--- src/rtl/rx_token_decode.sv ---
// Receive-side token decoder: tracks the NULL/escape sequence, pulses per-character
// events, and keeps the receive credit counter.
module rx_token_decode (
  input  logic       posedge_clk,
  input  logic       rx_resetn,
  input  logic       ready_control_p_r,
  input  logic       ready_data_p_r,
  input  logic [1:0] control_p_r,
  input  logic [7:0] data_p_r,
  input  logic       rx_error,
  input  logic       rx_fct_sent,
  output logic       rx_got_null,
  output logic       rx_got_fct,
  output logic       rx_got_nchar,
  output logic       rx_got_time_code,
  output logic       rx_buffer_write,
  output logic [8:0] rx_data_flag,
  output logic [7:0] rx_time_out,
  output logic [5:0] rx_credit,
  output logic       rx_esc_error,
  output logic       rx_credit_error
);

  localparam logic [1:0] C_FCT = 2'b00;
  localparam logic [1:0] C_EOP = 2'b01;
  localparam logic [1:0] C_EEP = 2'b10;
  localparam logic [1:0] C_ESC = 2'b11;
  localparam logic [6:0] C_CREDIT_MAX = 7'd56;

  typedef enum logic [1:0] {
    WAIT_NULL     = 2'd0,
    WAIT_NULL_ESC = 2'd1,
    RUN           = 2'd2,
    RUN_ESC       = 2'd3
  } state_t;

  state_t     r_state, w_state_next;
  logic       r_got_null, r_got_fct, r_got_nchar, r_got_time_code, r_buffer_write;
  logic [8:0] r_data_flag;
  logic [7:0] r_time_out;
  logic [5:0] r_credit;
  logic       r_esc_error, r_credit_error;

  logic       w_valid, w_is_ctrl;
  logic       w_got_null_next, w_got_fct_next, w_got_nchar_next, w_got_time_code_next;
  logic       w_buffer_write_next, w_esc_error_next, w_credit_error_next;
  logic [8:0] w_data_flag_next;
  logic [7:0] w_time_out_next;
  logic [5:0] w_credit_next;
  logic [6:0] w_credit_sum;

  // A strobe counts only when exactly one ready line is high and no error flags it.
  assign w_valid   = (ready_control_p_r ^ ready_data_p_r) & ~rx_error;
  assign w_is_ctrl = ready_control_p_r;

  always_ff @(posedge posedge_clk or negedge rx_resetn) begin
    if (!rx_resetn) begin
      r_state         <= WAIT_NULL;
      r_got_null      <= 1'b0;
      r_got_fct       <= 1'b0;
      r_got_nchar     <= 1'b0;
      r_got_time_code <= 1'b0;
      r_buffer_write  <= 1'b0;
      r_data_flag     <= 9'd0;
      r_time_out      <= 8'd0;
      r_credit        <= 6'd0;
      r_esc_error     <= 1'b0;
      r_credit_error  <= 1'b0;
    end else begin
      r_state         <= w_state_next;
      r_got_null      <= w_got_null_next;
      r_got_fct       <= w_got_fct_next;
      r_got_nchar     <= w_got_nchar_next;
      r_got_time_code <= w_got_time_code_next;
      r_buffer_write  <= w_buffer_write_next;
      r_data_flag     <= w_data_flag_next;
      r_time_out      <= w_time_out_next;
      r_credit        <= w_credit_next;
      r_esc_error     <= w_esc_error_next;
      r_credit_error  <= w_credit_error_next;
    end
  end

  always_comb begin
    w_state_next         = r_state;
    w_got_null_next      = r_got_null;
    w_got_fct_next       = 1'b0;
    w_got_nchar_next     = 1'b0;
    w_got_time_code_next = 1'b0;
    w_buffer_write_next  = 1'b0;
    w_data_flag_next     = r_data_flag;
    w_time_out_next      = r_time_out;
    w_esc_error_next     = r_esc_error;
    if (w_valid) begin
      case (r_state)
        WAIT_NULL: begin
          if (w_is_ctrl && control_p_r == C_ESC) w_state_next = WAIT_NULL_ESC;
        end
        WAIT_NULL_ESC: begin
          if (w_is_ctrl && control_p_r == C_FCT) begin
            w_got_null_next = 1'b1;
            w_state_next    = RUN;
          end else if (!(w_is_ctrl && control_p_r == C_ESC)) begin
            w_state_next = WAIT_NULL;
          end
        end
        RUN: begin
          if (!w_is_ctrl) begin
            w_got_nchar_next    = 1'b1;
            w_buffer_write_next = 1'b1;
            w_data_flag_next    = {1'b0, data_p_r};
          end else begin
            case (control_p_r)
              C_FCT: w_got_fct_next = 1'b1;
              C_ESC: w_state_next = RUN_ESC;
              default: begin
                w_got_nchar_next    = 1'b1;
                w_buffer_write_next = 1'b1;
                w_data_flag_next    = (control_p_r == C_EOP) ? 9'h100 : 9'h101;
              end
            endcase
          end
        end
        RUN_ESC: begin
          w_state_next = RUN;
          if (!w_is_ctrl) begin
            w_time_out_next      = data_p_r;
            w_got_time_code_next = 1'b1;
          end else if (control_p_r != C_FCT) begin
            w_esc_error_next = 1'b1;
          end
        end
        default: w_state_next = WAIT_NULL;
      endcase
    end
  end

  // Credit: +8 per FCT sent in any state, -1 per N-Char; an N-Char with no credit
  // and no coincident FCT is flagged but the counter stays pinned at zero.
  always_comb begin
    w_credit_next       = r_credit;
    w_credit_error_next = r_credit_error;
    w_credit_sum        = 7'd0;
    if (w_got_nchar_next && !rx_fct_sent && r_credit == 6'd0) begin
      w_credit_error_next = 1'b1;
      w_credit_next       = 6'd0;
    end else begin
      w_credit_sum  = {1'b0, r_credit} + (rx_fct_sent ? 7'd8 : 7'd0)
                      - (w_got_nchar_next ? 7'd1 : 7'd0);
      w_credit_next = (w_credit_sum > C_CREDIT_MAX) ? C_CREDIT_MAX[5:0] : w_credit_sum[5:0];
    end
  end

  assign rx_got_null      = r_got_null;
  assign rx_got_fct       = r_got_fct;
  assign rx_got_nchar     = r_got_nchar;
  assign rx_got_time_code = r_got_time_code;
  assign rx_buffer_write  = r_buffer_write;
  assign rx_data_flag     = r_data_flag;
  assign rx_time_out      = r_time_out;
  assign rx_credit        = r_credit;
  assign rx_esc_error     = r_esc_error;
  assign rx_credit_error  = r_credit_error;

endmodule

--- config.mk ---
export PLATFORM = sky130hd
export DESIGN_NAME = rx_token_decode
export DESIGN_NICKNAME = d
export VERILOG_FILES = /design/src/rtl/rx_token_decode.sv
export SDC_FILE = /design/constraint.sdc
export NUM_CORES = 1
export LEC_CHECK = 0
export BUFFER_PORTS_ARGS = -buffer_cell sky130_fd_sc_hd__buf_2
export CAP_MARGIN = 20
export CORE_ASPECT_RATIO = 1.1
export CORE_MARGIN = 8
export CORE_UTILIZATION = 50
export CTS_CLUSTER_DIAMETER = 80
export DETAILED_ROUTE_END_ITERATION = 8
export PLACE_DENSITY = 0.78
export SYNTH_ARGS = -nofsm -noshare
export SYNTH_HDL_FRONTEND = slang
export SYNTH_SLANG_ARGS = --single-unit
--- constraint.sdc ---
create_clock -name posedge_clk -period 4.2 [get_ports posedge_clk]
set_input_delay 0.63 -clock posedge_clk [delete_from_list [all_inputs] [get_ports posedge_clk]]
set_output_delay 0.63 -clock posedge_clk [all_outputs]
set_load 0.01 [all_outputs]
# Yosys cells after proc, flatten, opt, wreduce, memory -nomap -nowiden
# Cells that the tools add are included.
dict set report totals {
  reg_bits 31
  word_cells 66
  output_inout_bits 30
  in_bits 16
}
dict set report op_classes {
  bitwise_logic 4
  n_lt_le_gt_ge 1
  n_mux 24
  reduce_logical 15
  addsub 2
  eq_ne 10
}
# cell n
set ops {}
lappend ops {{2-to-1 mux 9 bit} 2}
lappend ops {{2-to-1 mux 1 bit} 13}
lappend ops {{2-to-1 mux 6 bit} 2}
lappend ops {{2-to-1 mux 2 bit} 5}
lappend ops {{AND reduction 3 bit} 3}
lappend ops {{inequality test 2 bit (second input constant)} 4}
lappend ops {{case mux 2 bit (4 select lines)} 1}
lappend ops {{adder 6 x 4 -> 7 bit} 1}
lappend ops {{> comparator 7 x 6 -> 1 bit (second input constant)} 1}
lappend ops {{subtractor 7 x 1 -> 7 bit} 1}
lappend ops {{equality test 2 bit (second input constant)} 3}
lappend ops {{zero test 6 bit} 1}
lappend ops {{AND reduction 5 bit} 1}
lappend ops {{equality test 2 x 1 -> 1 bit (second input constant)} 2}
lappend ops {{logical AND 1 bit} 4}
lappend ops {{zero test 2 bit} 2}
lappend ops {{2-to-1 mux 4 bit} 1}
lappend ops {{AND reduction 4 bit} 1}
lappend ops {{inequality test 3 bit (second input constant)} 1}
lappend ops {{inverter 1 bit} 2}
lappend ops {{nonzero test 2 bit} 1}
lappend ops {{OR reduction 2 bit} 1}
lappend ops {{AND 1 bit} 1}
lappend ops {{zero test 1 bit} 1}
lappend ops {{bitwise XOR 1 bit} 1}

# Logic depth before layout (Yosys ltp)
# Gate-level depths: netlist of the first run.
dict set report depth {
  word_depth 11
  mapped_depth 14
  mapped_depth_nobuf 13
}

# Least setup slack after synthesis of the first run
# OpenSTA, ideal clock, no wires.
dict set report synth_timing {
  path_type {input-to-reg}
  startpoint {in control_p_r[1]}
  endpoint {reg r_credit[1], in the netlist rx_credit[1]}
  arrival_time_ns 3.121
  setup_ns 0.147
  n_path_buf 1
  t_required_ns 4.053
  setup_slack_ns 0.932
  path_stages 14
  cell_sequence {inv_1 > ha_1 > nand3b_1 > a211o_1 > clkbuf_1 > inv_1 > ha_1 > inv_1 > ha_1 > fa_1 > and3_1 > or3_1 > a21oi_1 > a2111oi_1}
}
dict set report synth_between {
  elab_chain_cells 11
  word_cells_on_any_way 14
  cone_classes {1 x add/sub; 1 x order compare; 1 x eq/ne; 7 x mux; 4 x reduce/logical}
}
# item line_no
set synth_lines {}
lappend synth_lines {{from (decl)} 8} ;# input logic [1:0] control_p_r,
lappend synth_lines {{equality test 2 bit or zero test 2 bit (tied branches)} -}
lappend synth_lines {{OR reduction 2 bit (no line) (*)} -}
lappend synth_lines {{2-to-1 mux 1 bit (*) (4 in a row)} -}
lappend synth_lines {{via w_buffer_write_next} 46} ;# logic w_buffer_write_next, w_esc_error_next, w_credit_error_next;
lappend synth_lines {{2-to-1 mux 1 bit} 149} ;# - (w_got_nchar_next ? 7'd1 : 7'd0);
lappend synth_lines {{subtractor 7 x 1 -> 7 bit} 149}
lappend synth_lines {{> comparator 7 x 6 -> 1 bit} 150} ;# w_credit_next = (w_credit_sum > C_CREDIT_MAX) ? C_CREDIT_MAX[5:0] : w_credit_sum[5:0];
lappend synth_lines {{2-to-1 mux 6 bit} 150}
lappend synth_lines {{2-to-1 mux 6 bit (*)} 144} ;# if (w_got_nchar_next && !rx_fct_sent && r_credit == 6'd0) begin
lappend synth_lines {{via w_credit_next[1]} 49} ;# logic [5:0] w_credit_next;
lappend synth_lines {{to (signal assigned)} 78} ;# r_credit <= w_credit_next;
lappend synth_lines {{to (decl)} 41} ;# logic [5:0] r_credit;
# The timed path passes the listed nets; every way through them passes the cells marked *.
# A chain may end at the register's enable or synchronous reset.

# Worst setup path in the final report of the first run
dict set report layout_timing {
  startpoint {in control_p_r[0]}
  endpoint {reg r_credit[1], in the netlist rx_credit[1]}
}
# The elaborated chain is that of the path after synthesis.

==> results of run 1 <==
==> power groups by stage <==
stage	sequential (uW)	combinational, uW	clock, uW
floorplan	452	379	0
global placement	418	561	0
detailed placement	422	577	0
CTS	416	582	175
global route	428	631	190
finish	416	577	168
==> registers in the layout, indices dropped and copies added, names as in the netlist, 2 cells and up <==
signal,flops
r_state,2
rx_credit,6
rx_data_flag,9
rx_time_out,8
==> kinds of logic after synthesis <==
group                      after synthesis  share of synthesized area [%]
adders and majority gates               12                           9.64
muxes                                    9                           7.96
and+or+nand+nor                         25                           10.8
buffers and inverters                   22                           6.20
DFF                                     31                           47.4
AOI/OAI and AO/OA                       30                           15.9
xor gates and xnor gates                 3                           2.07
==> cell usage after synthesis (all sizes together), types with 3 or more instances <==
| cell type | n | area, sq um |
|---|---|---|
| a2111oi | 4 | 62.6 |
| a22o | 7 | 61.3 |
| buf | 3 | 30.0 |
| dfrtp | 31 | 776 |
| ha | 11 | 138 |
| inv | 18 | 67.6 |
| mux2 | 8 | 120 |
| nand2 | 4 | 15.0 |
| nand2b | 3 | 21.3 |
| nor4 | 3 | 33.8 |
| o21ai | 7 | 35.0 |
==> worst register-to-register path: stages, from the launching register on <==
cell and delay, ns:
dfrtp_1 0.44, nand2b_2 0.24, a211o_1 0.45, inv_1 0.15
ha_1 0.15, inv_1 0.04, ha_1 0.20, fa_1 0.40
and3_1 0.17, or3_1 0.37, a21oi_1 0.28, a2111oi_1 0.13
==> worst max-delay path by stage <==
stage	startpoint	endpoint	cells after the start	slack, ns
CTS	control_p_r[0]	rx_credit[2]$_DFF_PN0_	14	0.97
global route	control_p_r[0]	rx_credit[2]$_DFF_PN0_	14	0.76
detailed placement	control_p_r[0]	rx_credit[2]$_DFF_PN0_	14	0.62
global placement	control_p_r[0]	rx_credit[1]$_DFF_PN0_	14	0.76
finish	control_p_r[0]	rx_credit[1]$_DFF_PN0_	14	0.94
floorplan	control_p_r[1]	rx_credit[1]$_DFF_PN0_	14	0.93
==> stage by stage <==
| step | setup WS, ns | instance area [sq um] |
|---|---|---|
| floorplan | 0.932 | 1640 |
| global placement | 0.758 | 1870 |
| detailed placement | 0.616 | 1870 |
| CTS | 0.967 | 1930 |
| global route | 0.757 | 1930 |
| finish | 0.936 | 1930 |
==> routing by layer <==
layer	vias to the layer above	share of wire, %
li1	566	-
met5	-	0
met1	574	42
met4	0	1.1
met3	4	5.2
met2	23	52
==> area by class of cell <==
type	count	share of cell area [%]
clock inverter	1	0.260
inverter	18	3.51
clock buffer	6	2.66
sequential	31	40.3
timing repair buffer	45	11.7
multi-input combinational	79	39.4
tap	34	2.21
==> results.toml, run 1 <==
[global_route]
use_met3_pct = 4.82
overflow = 0
grt_max_degree = 32
grt_use_total_pct = 13.2
antenna_found_initial = 0
grt_use_met2_pct = 22.5
grt_pass1_wl_microns = 5790
use_met1_pct = 14.2
busiest_layer = "met2"
grt_pass1_vias = 1247

[critical_path]
cpPeakStageDelay_ns = 0.43
worst-path-buf-inv = 4
cpMaxStageDelayCell = "a211o_1"
ff2ff_setup_slack_ns = 1.05
worstPathMaxFanout = 12
reg2reg_from = "r_state[0]$_DFFE_PN0P_"
reg2reg_depth = 11
worstSetupPathType = "in2reg"
cp-start-kind = "input port"
crit_path_cell_trace = "buf_2 > inv_1 > ha_1 > nand3b_1 > a211o_1 > inv_1 > ha_1 > inv_1 > ha_1 > fa_1 > and3_1 > or3_1 > a21oi_1 > a2111oi_1"
cp.required_ns = 4.37
cp-end-kind = "register"
timing.rr.end = "rx_credit[1]$_DFF_PN0_"
cp_top_family = "adder cells"
cp.arrival_ns = 3.44

[flow_run]
cap_violations = 0

[pwr]
power_uw = 1160
p_clk_share_pct = 14.5
p_int_uw = 723
seq_power_share_pct = 35.9
peakVddDrop_uv = 445
combPwrFrac_pct = 49.7
p_switching_uw = 438
p_sw_share_pct = 37.7
power.density_mw_per_mm2 = 603
leakagePower_uw = 0.00103

[final_layout]
instances_no_fill = 214
multi_input_area_sq_um = 758
num_antenna_cells = 0
final_nets = 208
final_util_pct = 62.6
drive_gt1_share_pct = 40.6
mostFrequentLayoutCell = "buf_2"
fillers = 262
seq_area_sq_um = 776
area_growth_pct = 17.8
most-common-layout-cells = "buf_2 (45), dfrtp_1 (31), inv_1 (18)"

[timing]
setup_tns_ns = 0
holdWs_ns = 0.334
maxSlewHeadroom_pct = 56.4
clock_skew_ns = 0.00815
post-route-period-util_pct = 77.7
setup_violations = 0
rsz0062_at_grt = "no"
hold_viol = 0
tightest_slew_ns = 0.654
fmax_mhz = 306
drv_slew = 0
post-route-min-period_ns = 3.26

[placed_design]
place_inst = 207
dp_hpwl_microns = 2730
port_buffers = 45
gp_congestion = 0.848

[status]
outcome = "completed"

[yosys]
ys_types = 44
synth_area_per_cell_sq_um = 12.4
synth_cells = 132
ys_async_sr_fraction_pct = 100
synth_edf_count = 0
yosys_warnings = 0
synth_area_sq_mm = 0.00164
ys.flop_type = "dfrtp_1"
ys_seq_area_share_pct = 47.4
ys_seq_elements = 31
synth_nets = 160

[route]
wl_microns = 3420
wl_per_cell_microns = 16.0
drcViolationCount = 0
antenna_left = 0
drtPass1Iterations = 4
via_per_inst = 5.45
dr.first_iter.drc_count = 61
via_count = 1167

[floorplanning]
die_h_microns = 76.0
initial_core_util_pct = 53.2
io_pins = 46
die_w_microns = 70.5
die-area_sq_mm = 0.00536
std_cell_rows = 21
coreArea_sq_mm = 0.00307

[clocking]
cts-root-buf = "clkbuf_4"
post_cts_resized = 0
post_cts.repair.setup_buffers = 0
cts_max_level = 2
cts.sinks = 31
cts_tree = "done"
clockBufferDepth = 2
cts_hold_buffers = 0
numCtsBuffers = 5
clk_latency_ns = 0.32
cts.clk_slew.worst_paths_ns = 0.09

[worst_hold_path]
hp-class = "in2async"
Note: power is estimated with default switching activity, not from simulation.
==> run 2: changes to the inputs <==
--- a/config.mk
+++ b/config.mk
@@ -5,6 +5,7 @@
 export SDC_FILE = /design/constraint.sdc
 export NUM_CORES = 1
 export LEC_CHECK = 0
+export ABC_AREA = 1
 export BUFFER_PORTS_ARGS = -buffer_cell sky130_fd_sc_hd__buf_2
 export CAP_MARGIN = 20
 export CORE_ASPECT_RATIO = 1.1
==> constraint.sdc (replaced) <==
create_clock -name posedge_clk -period 3.3 [get_ports posedge_clk]
set_input_delay 0.495 -clock posedge_clk [delete_from_list [all_inputs] [get_ports posedge_clk]]
set_output_delay 0.495 -clock posedge_clk [all_outputs]
set_load 0.01 [all_outputs]
==> run 2 against run 1 <==
Compared with the run above: first-iteration DRC count up 16%; via count up 13%; area after synthesis up 3.4%; non-clock buffer count unchanged; largest cell class unchanged; synthesized cell count up 42%; flip-flop and latch count unchanged; clock-buffer cell count unchanged; combinational power up 50%; clock power up 13%; register-to-register slack worse by 0.15 ns; global-route usage up 0.058 points.
==> results.toml, run 2 <==
[status]
outcome = "completed"

[critical_path]
cp-start-kind = "register"
cp.required_ns = 3.52
crit_start = "r_state[1]$_DFFE_PN0P_"
worst-path-buf-inv = 2
cpMaxStageDelayCell = "fa_1"
cp.arrival_ns = 2.61
cp-end-kind = "register"
worstSetupPathType = "reg2reg"
worstPathMaxFanout = 6
crit_top_cell = "nor2_1"
cp_top_family = "adder cells"
crit_path_cell_trace = "inv_1 > nor2_1 > o21ai_4 > nor2_8 > ha_1 > inv_1 > ha_1 > fa_1 > nor2_1 > a21oi_1 > nand3_1 > nand3_2 > nor2_1"
cpPeakStageDelay_ns = 0.54
reg2reg_from = "r_state[1]$_DFFE_PN0P_"

[pwr]
leakagePower_uw = 0.00116
peakVddDrop_uv = 385
power_uw = 1650
power.density_mw_per_mm2 = 837

[clocking]
clk_latency_ns = 0.32
post_cts.repair.setup_buffers = 0
clockBufferDepth = 2
cts.sinks = 31
cts_tree = "done"
cts-root-buf = "clkbuf_4"
cts_hold_buffers = 0
post_cts_resized = 0
cts_max_level = 2
numCtsBuffers = 5
cts.clk_slew.worst_paths_ns = 0.08

[timing]
fmax_mhz = 417
rsz0062_at_grt = "no"
hold_viol = 0
clock_skew_ns = 0.00188
setup_violations = 0
maxSlewHeadroom_pct = 56.2
post-route-min-period_ns = 2.40
post-route-period-util_pct = 72.7
setup_tns_ns = 0
tightest_slew_ns = 0.656
drv_slew = 0

[yosys]
yosys_warnings = 0
synth_area_per_cell_sq_um = 9.04
ys_seq_area_share_pct = 45.9
ys_seq_elements = 31
synth_nets = 215
synth_area_leaders = "dfrtp_1 (46%), nand2_1 (10%), inv_1 (8.9%)"
netlist.area_leader.share_pct = 45.9
synth_area_sq_mm = 0.00169
synth_edf_count = 0
ys_types = 32
synth_common_cells = "nand2_1 (45), inv_1 (40), dfrtp_1 (31), ha_1 (11)"
ys.flop_type = "dfrtp_1"
yosysMostFrequentCell = "nand2_1"
synth_cells = 187
synth_top_area_cell = "dfrtp_1"
ys_async_sr_fraction_pct = 100

[placed_design]
dp_hpwl_microns = 2690
gp_congestion = 0.804
port_buffers = 45

[floorplanning]
die-area_sq_mm = 0.00550
initial_core_util_pct = 51.6
die_h_microns = 77.0
std_cell_rows = 22
die_w_microns = 71.4
io_pins = 46
coreArea_sq_mm = 0.00328

[route]
antenna_left = 0
dr.first_iter.drc_count = 71
via_count = 1317
drtPass1Iterations = 4
via_per_inst = 4.86
wl_per_cell_microns = 12.3
drcViolationCount = 0
wl_microns = 3330

[final_layout]
drive_gt1_share_pct = 29.4
area_growth_pct = 16.4
seq_area_sq_um = 776
largest_reg_flops = 9
fillers = 303
most-common-layout-cells = "nand2_1 (45), buf_2 (45), inv_1 (40)"
num_antenna_cells = 0
multi_input_area_sq_um = 727
final_nets = 264

[worst_hold_path]
hp-class = "in2async"

[global_route]
overflow = 0
grt_max_degree = 32
grt_use_total_pct = 13.3
antenna_found_initial = 0
grt_pass1_vias = 1306
grt_pass1_wl_microns = 5830

[flow_run]
cap_violations = 0
==> run 2: cell types whose count changed after synthesis, moves of 7 or more <==
cell and delta:
a22o_1 -7, inv_1 +22, mux2_4 -8, nand2_1 +41
nand3_1 +8, nor2_1 +7, o21ai_2 +7
==> run 2: area by class of cell <==
class	instances	share of cell area, %
flip-flops and latches	31	39.4
repair buffers	45	11.4
multi-input cells	112	36.9
clock buffers	6	2.10
well taps	36	2.29
inverters	41	7.82
==> run 2: cells by family (layout without fill, tap and decap cells) <==
| family | after synthesis | count (layout) | synth area share [%] |
|---|---|---|---|
| flip-flops | 31 | 31 | 45.9 |
| AND/OR/NAND/NOR | 73 | 73 | 21.1 |
| AO/OA/AOI/OAI | 26 | 26 | 12.1 |
| XOR/XNOR | 1 | 1 | 0.518 |
| adder cells (fa/ha/maj) | 12 | 12 | 9.33 |
| buffers and inverters | 44 | 92 | 11.1 |
==> run 2: metrics by stage <==
stage,hold WS (ns),cell area [sq um],setup slack (ns),std cells,util [%]
CTS,0.214,1970,0.895,271,60.1
floorplan,0.199,1690,0.857,187,-
global placement,0.446,1930,0.635,265,58.8
finish,0.198,1970,0.902,271,60.1
detailed placement,0.446,1930,0.615,265,58.8
global route,0.231,1970,0.643,271,60.1
==> run 2: path summary, 6_finish.rpt <==
| check | endpoint | slack [ns] | depth (start not counted) |
|---|---|---|---|
| max | rx_credit[2]$_DFF_PN0_ | 0.90 | 13 |
| min | rx_got_time_code$_DFF_PN0_ | 0.20 | 1 |
| max reg2reg | rx_credit[2]$_DFF_PN0_ | 0.90 | 13 |
| min reg2reg | rx_credit_error$_DFFE_PN0P_ | 0.47 | 2 |
| max in group asynchronous | rx_esc_error$_DFFE_PN0P_ | 2.68 | 1 |
| min in group posedge_clk | rx_time_out[0]$_DFFE_PN0P_ | 0.39 | 3 |
==> run 2: power breakdown <==
part	leakage, uW	switching, uW	internal (uW)
clock network	0.0000242	114	75.6
registers	0.000383	81.2	510
logic	0.000753	516	350
total	0.00116	712	936
==> run 2: per-layer routing <==
metal	global-route usage, %	wire length (microns)	up-vias	part of all wire [%]
met5	0	0	-	0
met4	6.25	74	0	2.2
met3	5.07	223	8	6.7
met2	20.2	1480	40	45
met1	15.9	1550	593	47
li1	-	-	676	-
==> run 3: changes to the inputs <==
--- a/config.mk
+++ b/config.mk
@@ -10,10 +10,10 @@
 export CAP_MARGIN = 20
 export CORE_ASPECT_RATIO = 1.1
 export CORE_MARGIN = 8
-export CORE_UTILIZATION = 50
+export CORE_UTILIZATION = 47
 export CTS_CLUSTER_DIAMETER = 80
 export DETAILED_ROUTE_END_ITERATION = 8
-export PLACE_DENSITY = 0.78
+export PLACE_DENSITY = 0.77
 export SYNTH_ARGS = -nofsm -noshare
 export SYNTH_HDL_FRONTEND = slang
 export SYNTH_SLANG_ARGS = --single-unit
==> constraint.sdc (replaced) <==
create_clock -name posedge_clk -period 2.1 [get_ports posedge_clk]
set_input_delay 0.315 -clock posedge_clk [delete_from_list [all_inputs] [get_ports posedge_clk]]
set_output_delay 0.315 -clock posedge_clk [all_outputs]
set_load 0.01 [all_outputs]
==> run 3 against run 2 <==
Compared with the run above: the run now ends with setup timing left; clock-buffer cell count increased by 1; clock power increased by 130%; fmax increased by 13%; largest cell class unchanged; utilization increased by 1.7 points; flip-flop and latch count unchanged.
==> results.toml, run 3 (synthesis results as in run 2) <==
[status]
outcome = "complete, but fails checks"
violations = "setup timing"

[pwr]
power_uw = 2920
seq_power_share_pct = 32.0
p_switching_uw = 1220
p_int_uw = 1710
leakagePower_uw = 0.00126
combPwrFrac_pct = 52.8
power.density_mw_per_mm2 = 1340
p_clk_share_pct = 15.2
peakVddDrop_uv = 684
p_sw_share_pct = 41.6

[timing]
post-route-period-util_pct = 101
clock_skew_ns = 0.00483
setup_tns_ns = -0.0564
hold_viol = 0
drv_slew = 0
maxSlewHeadroom_pct = 55.1
setup_violations = 3
post-route-min-period_ns = 2.12
tightest_slew_ns = 0.674
rsz0062_at_grt = "yes"
worst_slack_ns = -0.0245
fmax_mhz = 471

[placed_design]
dp_hpwl_microns = 2810
port_buffers = 45
gp_congestion = 0.851

[global_route]
grt_use_total_pct = 13.6
grt_pass1_wl_microns = 6230
grt_max_degree = 32
overflow = 0
grt_pass1_vias = 1498
antenna_found_initial = 0

[clocking]
numCtsBuffers = 5
clk_latency_ns = 0.28
clockBufferDepth = 2
cts-root-buf = "clkbuf_8"
cts_tree = "done"
cts_max_level = 2
cts.sinks = 31
cts_hold_buffers = 0
cts.clk_slew.worst_paths_ns = 0.07

[worst_hold_path]
hp-class = "in2async"

[floorplanning]
initial_core_util_pct = 47.8
coreArea_sq_mm = 0.00354
io_pins = 46
die-area_sq_mm = 0.00577
die_w_microns = 73.2
die_h_microns = 78.9
std_cell_rows = 23

[route]
drcViolationCount = 0
antenna_left = 0
via_count = 1381
dr.first_iter.drc_count = 41
wl_microns = 3600
wl_per_cell_microns = 11.9
drtPass1Iterations = 4
via_per_inst = 4.56

[final_layout]
fillers = 331
multi_input_area_sq_um = 769
drive_gt1_share_pct = 37.2
final_nets = 280
final_util_pct = 61.8
largest_reg_flops = 9
area_growth_pct = 29.5
num_antenna_cells = 0
seq_area_sq_um = 776
most-common-layout-cells = "nand2_1 (45), buf_2 (45), inv_1 (38)"

[critical_path]
cpMaxStageDelayCell = "fa_2"
worst-path-buf-inv = 1
cp.required_ns = 2.27
cp.arrival_ns = 2.30
cp-end-kind = "register"
worstPathMaxFanout = 3
worstSetupPathType = "reg2reg"
cp-start-kind = "register"
crit_path_cell_trace = "nor2_4 > o21ai_4 > nor2_8 > ha_4 > inv_2 > ha_4 > fa_2 > nor2_2 > a21oi_1 > nand3_1 > nand3_2 > nor2_1"
cpPeakStageDelay_ns = 0.54
crit_top_cell = "ha_4"
cp_top_family = "adder cells"

[flow_run]
cap_violations = 0
## run 3: metrics by stage
stage	cell area [sq um]	cells	hold slack (ns)	setup slack, ns
2_1_floorplan	1710	187	0.0194	-0.122
3_3_place_gp	2060	292	0.394	-0.162
3_5_place_dp	2060	292	0.400	-0.217
4_1_cts	2170	302	0.0879	-0.00300
5_1_grt	2190	303	0.128	-0.0761
6_report	2190	303	0.0694	-0.0245
## run 3: power by group through the flow
stage | sequential, uW | combinational (uW) | clock, uW
2_1_floorplan | 1030 | 897 | 0
3_3_place_gp | 940 | 1390 | 0
3_5_place_dp | 941 | 1430 | 0
4_1_cts | 940 | 1480 | 462
5_1_grt | 967 | 1770 | 482
6_report | 936 | 1540 | 443
## run 3: final cells by class
| class | instances | share of cell area (%) |
|---|---|---|
| clock buffer | 7 | 3.49 |
| clock inverter | 1 | 0.229 |
| inverter | 41 | 7.03 |
| multi-input combinational | 112 | 35.2 |
| sequential | 31 | 35.4 |
| tap | 50 | 2.86 |
| timing repair buffer | 61 | 15.8 |
## run 3: path summary, 6_finish.rpt
kind	from	endpoint	slack [ns]	cells past startpoint
setup / recovery	r_state[0]$_DFFE_PN0P_	rx_credit[0]$_DFF_PN0_	-0.02	12
hold / removal	rx_resetn	rx_credit[3]$_DFF_PN0_	0.07	1
setup reg to reg	r_state[0]$_DFFE_PN0P_	rx_credit[0]$_DFF_PN0_	-0.02	12
hold reg to reg	rx_credit_error$_DFFE_PN0P_	rx_credit_error$_DFFE_PN0P_	0.46	2
max in group asynchronous	rx_resetn	rx_data_flag[5]$_DFFE_PN0P_	1.60	1
min in group posedge_clk	data_p_r[0]	rx_time_out[0]$_DFFE_PN0P_	0.24	3
## run 3: timing repair
item	CTS	global route
pin swaps	8	5
endpoints found under the setup margin	4	4
endpoints found under the hold margin	0	0
buffers inserted	2	1
resized for setup	6	2
## run 3: per-layer routing
layer	global-route usage [%]	wire, microns
met5	0	0
met4	4.81	17
met3	4.66	196
met2	23.3	1850
met1	15.3	1540
